==> src/rtl/systolic_sequencer.sv <==
// systolic_sequencer: latches 2x2 operands and drives skewed feeds/controls into a 2x2 systolic MAC array
module systolic_sequencer #(
  parameter int OP_WIDTH     = 8,
  parameter int DRAIN_CYCLES = 3
) (
  input  logic                  clk,
  input  logic                  reset,
  input  logic                  start,
  input  logic                  acc_keep,
  input  logic [4*OP_WIDTH-1:0] a_matrix,
  input  logic [4*OP_WIDTH-1:0] b_matrix,
  output logic [2*OP_WIDTH-1:0] new_a_column,
  output logic [2*OP_WIDTH-1:0] new_b_row,
  output logic                  mac_clear,
  output logic                  mac_en,
  output logic                  busy,
  output logic                  done
);
  localparam int DW = DRAIN_CYCLES > 1 ? $clog2(DRAIN_CYCLES) : 1;
  typedef enum logic [2:0] {IDLE, CLEAR, FEED, DRAIN, DONE} state_t;
  state_t state, state_n;
  logic [1:0] t, t_n;
  logic [DW-1:0] dcnt, dcnt_n;
  logic [4*OP_WIDTH-1:0] a_lat, b_lat, a_src, b_src;
  logic [2*OP_WIDTH-1:0] a_col_n, b_row_n;
  // next state, step and drain counters
  always_comb begin
    state_n = state;
    t_n     = t;
    dcnt_n  = dcnt;
    case (state)
      IDLE: begin
        state_n = start ? (acc_keep ? FEED : CLEAR) : IDLE;
        t_n     = '0;
      end
      CLEAR: begin
        state_n = FEED;
        t_n     = '0;
      end
      FEED: begin
        state_n = t == 2'd2 ? DRAIN : FEED;
        t_n     = t == 2'd2 ? 2'd0 : t + 2'd1;
        dcnt_n  = '0;
      end
      DRAIN: begin
        state_n = dcnt == DW'(DRAIN_CYCLES - 1) ? DONE : DRAIN;
        dcnt_n  = dcnt == DW'(DRAIN_CYCLES - 1) ? '0 : dcnt + 1'b1;
      end
      DONE:    state_n = IDLE;
      default: state_n = IDLE;
    endcase
  end
  // skewed feed values for the coming cycle; the incoming matrices are used directly on the start edge
  always_comb begin
    a_src   = state == IDLE ? a_matrix : a_lat;
    b_src   = state == IDLE ? b_matrix : b_lat;
    a_col_n = '0;
    b_row_n = '0;
    for (int i = 0; i < 2; i++) begin
      if (state_n == FEED && int'(t_n) - i >= 0 && int'(t_n) - i <= 1) begin
        a_col_n[i*OP_WIDTH +: OP_WIDTH] = a_src[(2*i + int'(t_n) - i)*OP_WIDTH +: OP_WIDTH];
        b_row_n[i*OP_WIDTH +: OP_WIDTH] = b_src[(2*(int'(t_n) - i) + i)*OP_WIDTH +: OP_WIDTH];
      end
    end
  end
  // state, operand latches and registered outputs
  always_ff @(posedge clk) begin
    if (reset) begin
      state        <= IDLE;
      t            <= '0;
      dcnt         <= '0;
      a_lat        <= '0;
      b_lat        <= '0;
      new_a_column <= '0;
      new_b_row    <= '0;
      mac_clear    <= 1'b0;
      mac_en       <= 1'b0;
      busy         <= 1'b0;
      done         <= 1'b0;
    end else begin
      state        <= state_n;
      t            <= t_n;
      dcnt         <= dcnt_n;
      a_lat        <= state == IDLE && start ? a_matrix : a_lat;
      b_lat        <= state == IDLE && start ? b_matrix : b_lat;
      new_a_column <= a_col_n;
      new_b_row    <= b_row_n;
      mac_clear    <= state_n == CLEAR;
      mac_en       <= state_n == FEED || state_n == DRAIN;
      busy         <= state_n == CLEAR || state_n == FEED || state_n == DRAIN;
      done         <= state_n == DONE;
    end
  end
endmodule

==> config.mk <==
export PLATFORM = sky130hd
export DESIGN_NAME = systolic_sequencer
export DESIGN_NICKNAME = d
export VERILOG_FILES = /design/src/rtl/systolic_sequencer.sv
export SDC_FILE = /design/constraint.sdc
export NUM_CORES = 1
export LEC_CHECK = 0
export BUFFER_PORTS_ARGS = -buffer_cell sky130_fd_sc_hd__buf_2
export CAP_MARGIN = 10
export CORE_MARGIN = 2
export CORE_UTILIZATION = 40
export CTS_CLUSTER_SIZE = 40
export DETAILED_ROUTE_END_ITERATION = 16
export PLACE_DENSITY_LB_ADDON = 0.2
export SKIP_LAST_GASP = 1
export SLEW_MARGIN = 15
export SYNTH_ARGS = -nofsm -noshare
export SYNTH_HDL_FRONTEND = slang
export SYNTH_SLANG_ARGS = --single-unit
==> constraint.sdc <==
create_clock -name clk -period 2.8 [get_ports clk]
set_input_delay 0.42 -clock clk [delete_from_list [all_inputs] [get_ports clk]]
set_output_delay 0.42 -clock clk [all_outputs]
set_load 0.02 [all_outputs]
==> results.yml, run 1 <==
logic_synthesis:
  ys_async_sr_fraction_pct: 0
  synth_edf_count: 0
  ys_seq_area_share_pct: 45.4
  synth_nets: 620
  synth_area_mm2: 0.00471
  synth_ff_type: "dfxtp_1"
  synth_cell_type_count: 37
  ys_warn_count: 0
  synth-seq-cells: 107
  avgSynthCellArea_um2: 8.57
  syn-instance-count: 550
sta:
  fin_tns_setup_ns: 0
  setup_viol: 0
  slew_violations: 0
  post-route-period-util_pct: 89.6
  period_needed_ns: 2.51
  setup_slack_ns: 0.292
  finalHoldViolCount: 0
  skew_ns: 0.00925
  worstMarginPinSlew_ns: 0.774
  relSlewSlack_pct: 48.4
  fmax_mhz: 399
  rsz0062_at_grt: "false"
clocking:
  cts_buffers: 9
  cts.path.max_buffers: 2
  cts.sink_count: 107
  ctsResizeCount: 0
  path_clk_slew_ns: 0.07
  cts_tree: "done"
  clock_latency_ns: 0.34
  ctsHtreeMaxLevel: 3
  hold_buffers: 0
  cts-root-buf: "clkbuf_16"
  post_cts_buffers: 0
worst_hold_path:
  hold_depth: 3
  hold_class: "in -> reg"
  hp-start: "a_matrix[24]"
  holdPathEnd: "a_lat[24]"
routing:
  drc_errors: 0
  drt_wl_total_um: 11600
  ant_nets: 0
  firstDrtPassIters: 4
  viasPerCell: 5.11
  dr.first_iter.drc_count: 129
  wl_per_cell_um: 14.9
  vias: 3975
die:
  coreArea_mm2: 0.0115
  start_util_pct: 41.1
  die_x_um: 113
  dieArea_mm2: 0.0127
  ioPinCount: 104
  fp-row-count: 39
  die_h_um: 113
worst_setup_path:
  reg2reg_depth: 8
  cp_max_fo: 16
  crit_required_ns: 3.08
  worstSetupStartpointType: "register"
  slowest_stage: "dfxtp_1"
  critPathMaxStageDelay_ns: 0.57
  r2r_start: "state[0]"
  timing.rr.end: "new_a_column[12]"
  path_cells: "nor4b_1, a21o_1, a22oi_1, inv_1, ha_1, nor3_1, and4_1, a32o_1"
  critPathKind: "reg -> reg"
  end_kind: "register"
  worst_ep_arrival_time_ns: 2.79
  r2r_slack_ns: 0.29
finish:
  register_area_mm2: 0.00214
  multiInputGateArea_mm2: 0.00237
  area_growth_syn_to_layout_pct: 18.8
  layout.nets: 701
  finalInstanceArea_mm2: 0.00560
  antenna_cells: 0
  drive_gt1_share_pct: 23.5
  fill_cells: 1077
global_routing:
  antenna_found_initial: 0
  grt_max_degree: 68
  grt_overflow: 0
  grt_pass1_vias: 3849
  grt_first_pass_wirelength_um: 19400
  grtUsageTotal_pct: 19.0
placement:
  dp_hpwl_um: 7840
  gp_congestion: 0.771
  dp_worst_setup_slack_ns: 0.300
  io_buffers: 103
  post_dp_cell_area_mm2: 0.00532
power_and_ir_drop:
  power.switching_mw: 1.00
  power.internal_mw: 2.53
  vdd_drop_max_v: 0.000301
  clkPwrFrac_pct: 33.7
  seq_power_share_pct: 46.9
  p_leak_nw: 2.59
  p_per_area_mw_per_mm2: 632
  swShare_pct: 28.4
  combinationalPowerShare_pct: 19.4
outcome:
  status: "finished clean"
job:
  cap_viol_max_count: 0
[cell usage in the layout, fill, tap and decap left out, types with 5 or more instances in the layout]
cell type	n
nor2_1	5
a21oi_1	69
buf_2	103
nand2_1	163
a211oi_1	17
mux2i_1	56
nor3_2	6
nor3_1	9
mux2_4	5
a32o_1	8
nor2b_1	16
dfxtp_1	107
buf_4	10
clkbuf_16	9
nor4_1	9
and3_1	8
[synthesized netlist by cell type (3+ instances only)]
library cell / n / area [um2]
a211oi_1: 17 / 128
a21oi_1: 69 / 345
a32o_1: 8 / 80.1
and3_1: 8 / 50.1
buf_2: 17 / 85.1
clkbuf_1: 24 / 90.1
dfxtp_1: 107 / 2140
inv_1: 4 / 15.0
mux2_2: 3 / 33.8
mux2_4: 5 / 75.1
mux2i_1: 56 / 561
nand2_1: 164 / 616
nor2_1: 5 / 18.8
nor2b_1: 16 / 100
nor3_1: 10 / 50.1
nor3_2: 5 / 50.1
nor4_1: 9 / 56.3
[metrics by stage]
stage          std cells  power, mW  util, %  hold slack, ns
5_1_grt              778       3.72     48.8           0.324
4_1_cts              778       3.58     48.8           0.313
3_5_place_dp         763       2.39     46.4           0.442
3_3_place_gp         763       2.37     46.4           0.437
6_report             778       3.54     48.8           0.321
2_1_floorplan        550       2.17        -           0.432
[metal layers]
metal,up-vias,GRT usage (%),wire [um]
li1,2031,-,-
met4,0,6.34,144
met5,-,0,0
met3,11,3.02,433
met2,79,30.5,5470
met1,1854,26.1,5560
[worst max path at each step]
stage	start	end	slack, ns	cells past startpoint
floorplan	state[1]	new_a_column[14]	0.41	11
global placement	state[2]	new_a_column[11]	0.44	7
detailed placement	state[0]	new_a_column[14]	0.30	8
CTS	state[0]	new_a_column[11]	0.29	8
global route	state[2]	new_a_column[8]	0.03	8
finish	state[0]	new_a_column[12]	0.29	8
[final cells by class]
class,instances,share of cell area [%]
Clock buffer,11,4.51
Inverter,5,0.335
Multi-Input combinational cell,394,42.3
Clock inverter,4,0.469
Timing Repair Buffer,114,10.9
Sequential cell,107,38.2
Tap cell,143,3.19
[logic make-up after synthesis]
family,count (synthesis),synth area share (%)
simple gates,228,22.0
flops,107,45.4
compound gates,100,13.2
mux,64,14.2
buf+inv,49,4.59
fa+ha+maj,2,0.531
[state kept, by name, summed over array words and instances (netlist names)]
signal / flops
busy: 1
done: 1
b_lat: 32
new_b_row: 16
new_a_column: 16
mac_clear: 1
dcnt: 2
a_lat: 32
t: 2
state: 3
mac_en: 1
[worst max-delay path: cells and delay by family, from the launching register on]
kind	cells	cell delay, ns
compound gates	3	0.70
simple gates	3	0.89
fa+ha+maj	1	0.19
flops	1	0.57
buf+inv	1	0.09
[power by group through the flow]
stage / registers, mW / logic (mW) / clock network [mW]
floorplan: 1.71 / 0.463 / 0
global placement: 1.69 / 0.683 / 0
detailed placement: 1.69 / 0.695 / 0
CTS: 1.66 / 0.697 / 1.23
global route: 1.67 / 0.765 / 1.29
finish: 1.66 / 0.687 / 1.19
Power figures use the tool's default switching activity.
==> run 2: changes to the inputs <==
- MAX_ROUTING_LAYER: default -> met4
==> results.yml, run 2 (synthesis gave the netlist of run 1 again) <==
global_routing:
  antenna_found_initial: 0
  grtUsageTotal_pct: 19.5
  grt_first_pass_wirelength_um: 19300
  grt_pass1_vias: 3849
  grt_overflow: 0
  met3_usage_pct: 2.97
  gr-max-usage-layer: "met2"
  met2_usage_pct: 30.5
  grt_max_degree: 68
  met1_usage_pct: 26.1
finish:
  drive_gt1_share_pct: 23.5
  layout.nets: 701
  antenna_cells: 0
  final_cell_mix: "nand2_1 (163), dfxtp_1 (107), buf_2 (103)"
  final_common_cell: "nand2_1"
  reg_top3: "a_lat x32, b_lat x32"
  area_growth_syn_to_layout_pct: 18.8
sta:
  fin_tns_setup_ns: 0
  relSlewSlack_pct: 48.3
  hold_slack_ns: 0.322
  period_needed_ns: 2.52
  fmax_mhz: 397
  finalHoldViolCount: 0
  setup_viol: 0
  rsz0062_at_grt: "false"
  skew_ns: 0.0101
  post-route-period-util_pct: 90.0
  worstMarginPinSlew_ns: 0.775
  slew_violations: 0
clocking:
  cts.sink_count: 107
  cts_buffers: 9
  post_cts_buffers: 0
  cts-root-buf: "clkbuf_16"
  path_clk_slew_ns: 0.07
  hold_buffers: 0
  cts.path.max_buffers: 2
  ctsResizeCount: 0
  ctsHtreeMaxLevel: 3
  cts_tree: "done"
  clock_latency_ns: 0.34
placement:
  dp_hpwl_um: 7840
  gp_congestion: 0.782
  io_buffers: 103
routing:
  dr.first_iter.drc_count: 130
  vias: 3981
  ant_nets: 0
  drt_wl_total_um: 11600
  firstDrtPassIters: 4
  viasPerCell: 5.12
  wl_per_cell_um: 14.9
  drc_errors: 0
worst_setup_path:
  end_kind: "register"
  reg2reg_depth: 8
  cp_max_fo: 16
  worstSetupStartpointType: "register"
  timing.rr.end: "new_a_column[11]"
  worst_ep_arrival_time_ns: 2.80
  r2r_start: "state[2]"
  critPathKind: "reg -> reg"
  crit_required_ns: 3.08
  r2r_slack_ns: 0.28
die:
  die_h_um: 113
  die_x_um: 113
  start_util_pct: 41.1
  fp-row-count: 39
  coreArea_mm2: 0.0115
  ioPinCount: 104
  dieArea_mm2: 0.0127
outcome:
  status: "finished clean"
power_and_ir_drop:
  vdd_drop_max_v: 0.000301
  p_per_area_mw_per_mm2: 632
  p_leak_nw: 2.59
worst_hold_path:
  hold_depth: 3
  hold_class: "in -> reg"
  holdPathEnd: "b_lat[28]"
  hp-start: "b_matrix[28]"
job:
  cap_viol_max_count: 0
run 2: cell type report:
class,instances,area (um2)
Clock buffer,11,253
Clock inverter,4,26.3
Fill cell,1077,5870
Inverter,5,18.8
Multi-Input combinational cell,394,2370
Sequential cell,107,2140
Tap cell,143,179
Timing Repair Buffer,114,611
run 2: where the power goes:
| part | internal (mW) | switching (mW) | total, mW |
|---|---|---|---|
| Combinational | 0.274 | 0.413 | 0.687 |
| Sequential | 1.61 | 0.0447 | 1.66 |
| Clock | 0.646 | 0.549 | 1.19 |
run 2: routing by layer:
| metal | up-vias | share of wire (%) |
|---|---|---|
| met3 | 11 | 3.7 |
| met2 | 82 | 47 |
| met1 | 1854 | 48 |
| met4 | 0 | 1.2 |
| met5 | - | 0 |
| li1 | 2034 | - |
run 2: worst max path at each step:
stage             start          endpoint  slack, ns  cells past startpoint
3_3_place_gp   state[2]  new_a_column[11]       0.44                      7
5_1_grt        state[2]   new_a_column[8]       0.03                      8
3_5_place_dp   state[0]  new_a_column[14]       0.30                      8
4_1_cts        state[0]  new_a_column[11]       0.29                      8
6_report       state[2]  new_a_column[11]       0.28                      8
2_1_floorplan  state[1]  new_a_column[14]       0.41                     11
run 2: worst max-delay path: stages (launching register included):
cell,delay [ns]
dfxtp_1,0.58
nor4b_1,0.13
a21o_1,0.19
a22oi_1,0.27
inv_1,0.09
ha_1,0.19
nor3_1,0.20
and4_1,0.57
a32o_1,0.25
run 2: per-stage QoR:
stage	setup WS [ns]	utilization, %	std cells	power (mW)	area, um2
2_1_floorplan	0.406	-	550	2.17	4710
3_3_place_gp	0.441	46.4	763	2.37	5320
3_5_place_dp	0.300	46.4	763	2.39	5320
4_1_cts	0.291	48.8	778	3.58	5600
5_1_grt	0.0258	48.8	778	3.72	5600
6_report	0.279	48.8	778	3.54	5600
==> run 3: changes to the inputs <==
- clock period: 2.8 -> 3.15 ns (I/O delays scaled with it)
==> results.yml, run 3 (synthesis gave the netlist of run 1 again) <==
sta:
  fin_tns_setup_ns: 0
  skew_ns: 0.00471
  relSlewSlack_pct: 47.6
  setup_slack_ns: 0.528
  period_needed_ns: 2.62
  hold_slack_ns: 0.375
  finalHoldViolCount: 0
  slew_violations: 0
  rsz0062_at_grt: "false"
  fmax_mhz: 381
  post-route-period-util_pct: 83.2
  setup_viol: 0
  worstMarginPinSlew_ns: 0.787
placement:
  dp_hpwl_um: 8010
  gp_congestion: 0.828
  io_buffers: 103
  dp_worst_setup_slack_ns: 0.522
worst_setup_path:
  path_cells: "nor4_2, a221oi_4, inv_2, ha_1, nor3_1, and4_1, a32o_1"
  end_kind: "register"
  cp_max_fo: 16
  cp_num_buf_inv: 1
  path_delay_family: "simple AND/OR/NAND/NOR gates"
  worstSetupStartpointType: "register"
  worst_ep_arrival_time_ns: 2.90
  critPathMaxStageDelay_ns: 0.58
  slowest_stage: "dfxtp_1"
  crit_required_ns: 3.43
  critPathKind: "reg -> reg"
routing:
  vias: 4081
  wl_met1_um: 5740
  ant_nets: 0
  dr.max_layer_used: "met4"
  viasPerCell: 5.25
  wl_met2_um: 5420
  drc_errors: 0
  drt_wl_total_um: 11900
  wl_per_cell_um: 15.3
  dr.first_iter.drc_count: 161
  firstDrtPassIters: 4
  wl_met3_um: 416
die:
  fp-row-count: 39
  dieArea_mm2: 0.0127
  die_h_um: 113
  ioPinCount: 104
  start_util_pct: 41.1
  die_x_um: 113
  coreArea_mm2: 0.0115
power_and_ir_drop:
  p_leak_nw: 2.60
  vdd_drop_max_v: 0.000232
  p_per_area_mw_per_mm2: 581
clocking:
  ctsHtreeMaxLevel: 3
  cts-root-buf: "clkbuf_16"
  ctsResizeCount: 0
  cts_tree: "done"
  cts_buffers: 9
  cts.path.max_buffers: 2
  path_clk_slew_ns: 0.07
  hold_buffers: 0
  clock_latency_ns: 0.34
  post_cts_buffers: 0
  cts.sink_count: 107
finish:
  final_common_cell: "nand2_1"
  final_cell_mix: "nand2_1 (163), dfxtp_1 (107), buf_2 (103)"
  reg_top3: "a_lat x32, b_lat x32"
  layout.nets: 699
  area_growth_syn_to_layout_pct: 19.0
  drive_gt1_share_pct: 23.1
job:
  cap_viol_max_count: 0
global_routing:
  grt_max_degree: 65
  antenna_found_initial: 1
  grtUsageTotal_pct: 19.5
  grt_overflow: 0
  grt_pass1_vias: 3892
  grt_first_pass_wirelength_um: 19200
worst_hold_path:
  hold_class: "in -> reg"
outcome:
  status: "finished clean"
==> run 3: cell count changes in the layout (fill, tap and decap cells not counted) <==
cell,previous run,this run
clkbuf_8,2,4
clkinv_2,2,0
buf_12,1,0
buf_4,10,9
bufinv_16,0,1
clkbuf_1,0,1
clkinv_4,1,0
clkinvlp_4,1,0
diode_2,0,1
==> run 3: path summary, 6_finish.rpt <==
check | from | to | slack, ns | cells past startpoint
hold reg to reg | b_lat[23] | b_lat[23] | 0.45 | 2
hold / removal | b_matrix[31] | b_lat[31] | 0.38 | 3
setup / recovery | state[2] | new_a_column[11] | 0.53 | 7
setup reg to reg | state[2] | new_a_column[11] | 0.53 | 7
==> run 3: layer usage <==
| layer | up-vias | track usage, % |
|---|---|---|
| met2 | 86 | 30.4 |
| met3 | 20 | 3.02 |
| met5 | - | - |
| li1 | 2046 | - |
| met1 | 1929 | 25.0 |
| met4 | 0 | 8.78 |
==> run 3: where the power goes <==
| part | leakage, nW | internal (mW) | switching, mW |
|---|---|---|---|
| logic | 1.57 | 0.236 | 0.371 |
| clock network | 0.155 | 0.700 | 0.476 |
| registers | 0.875 | 1.43 | 0.0406 |
| total | 2.60 | 2.37 | 0.887 |
==> run 3: area by class of cell <==
cell class / count / area (um2)
clock buffer: 14 / 284
timing repair buffer: 112 / 583
inverter: 5 / 18.8
antenna: 1 / 2.50
multi-input combinational: 394 / 2370
sequential: 107 / 2140
fill: 1117 / 5860
tap: 143 / 179
clock inverter: 1 / 30.0
==> run 3: worst register-to-register path, cell delays in order, from the launching register on <==
cell	delay, ns
dfxtp_1	0.58
nor4_2	0.13
a221oi_4	0.55
inv_2	0.07
ha_1	0.21
nor3_1	0.20
and4_1	0.57
a32o_1	0.26
==> run 3: metrics by stage <==
step                total power [mW]  cells  area, um2  util [%]
floorplan                       1.93    550       4710         -
global placement                2.10    761       5290      46.2
detailed placement              2.12    761       5290      46.2
CTS                             3.30    776       5610      48.9
global route                    3.41    777       5610      48.9
finish                          3.26    777       5610      48.9
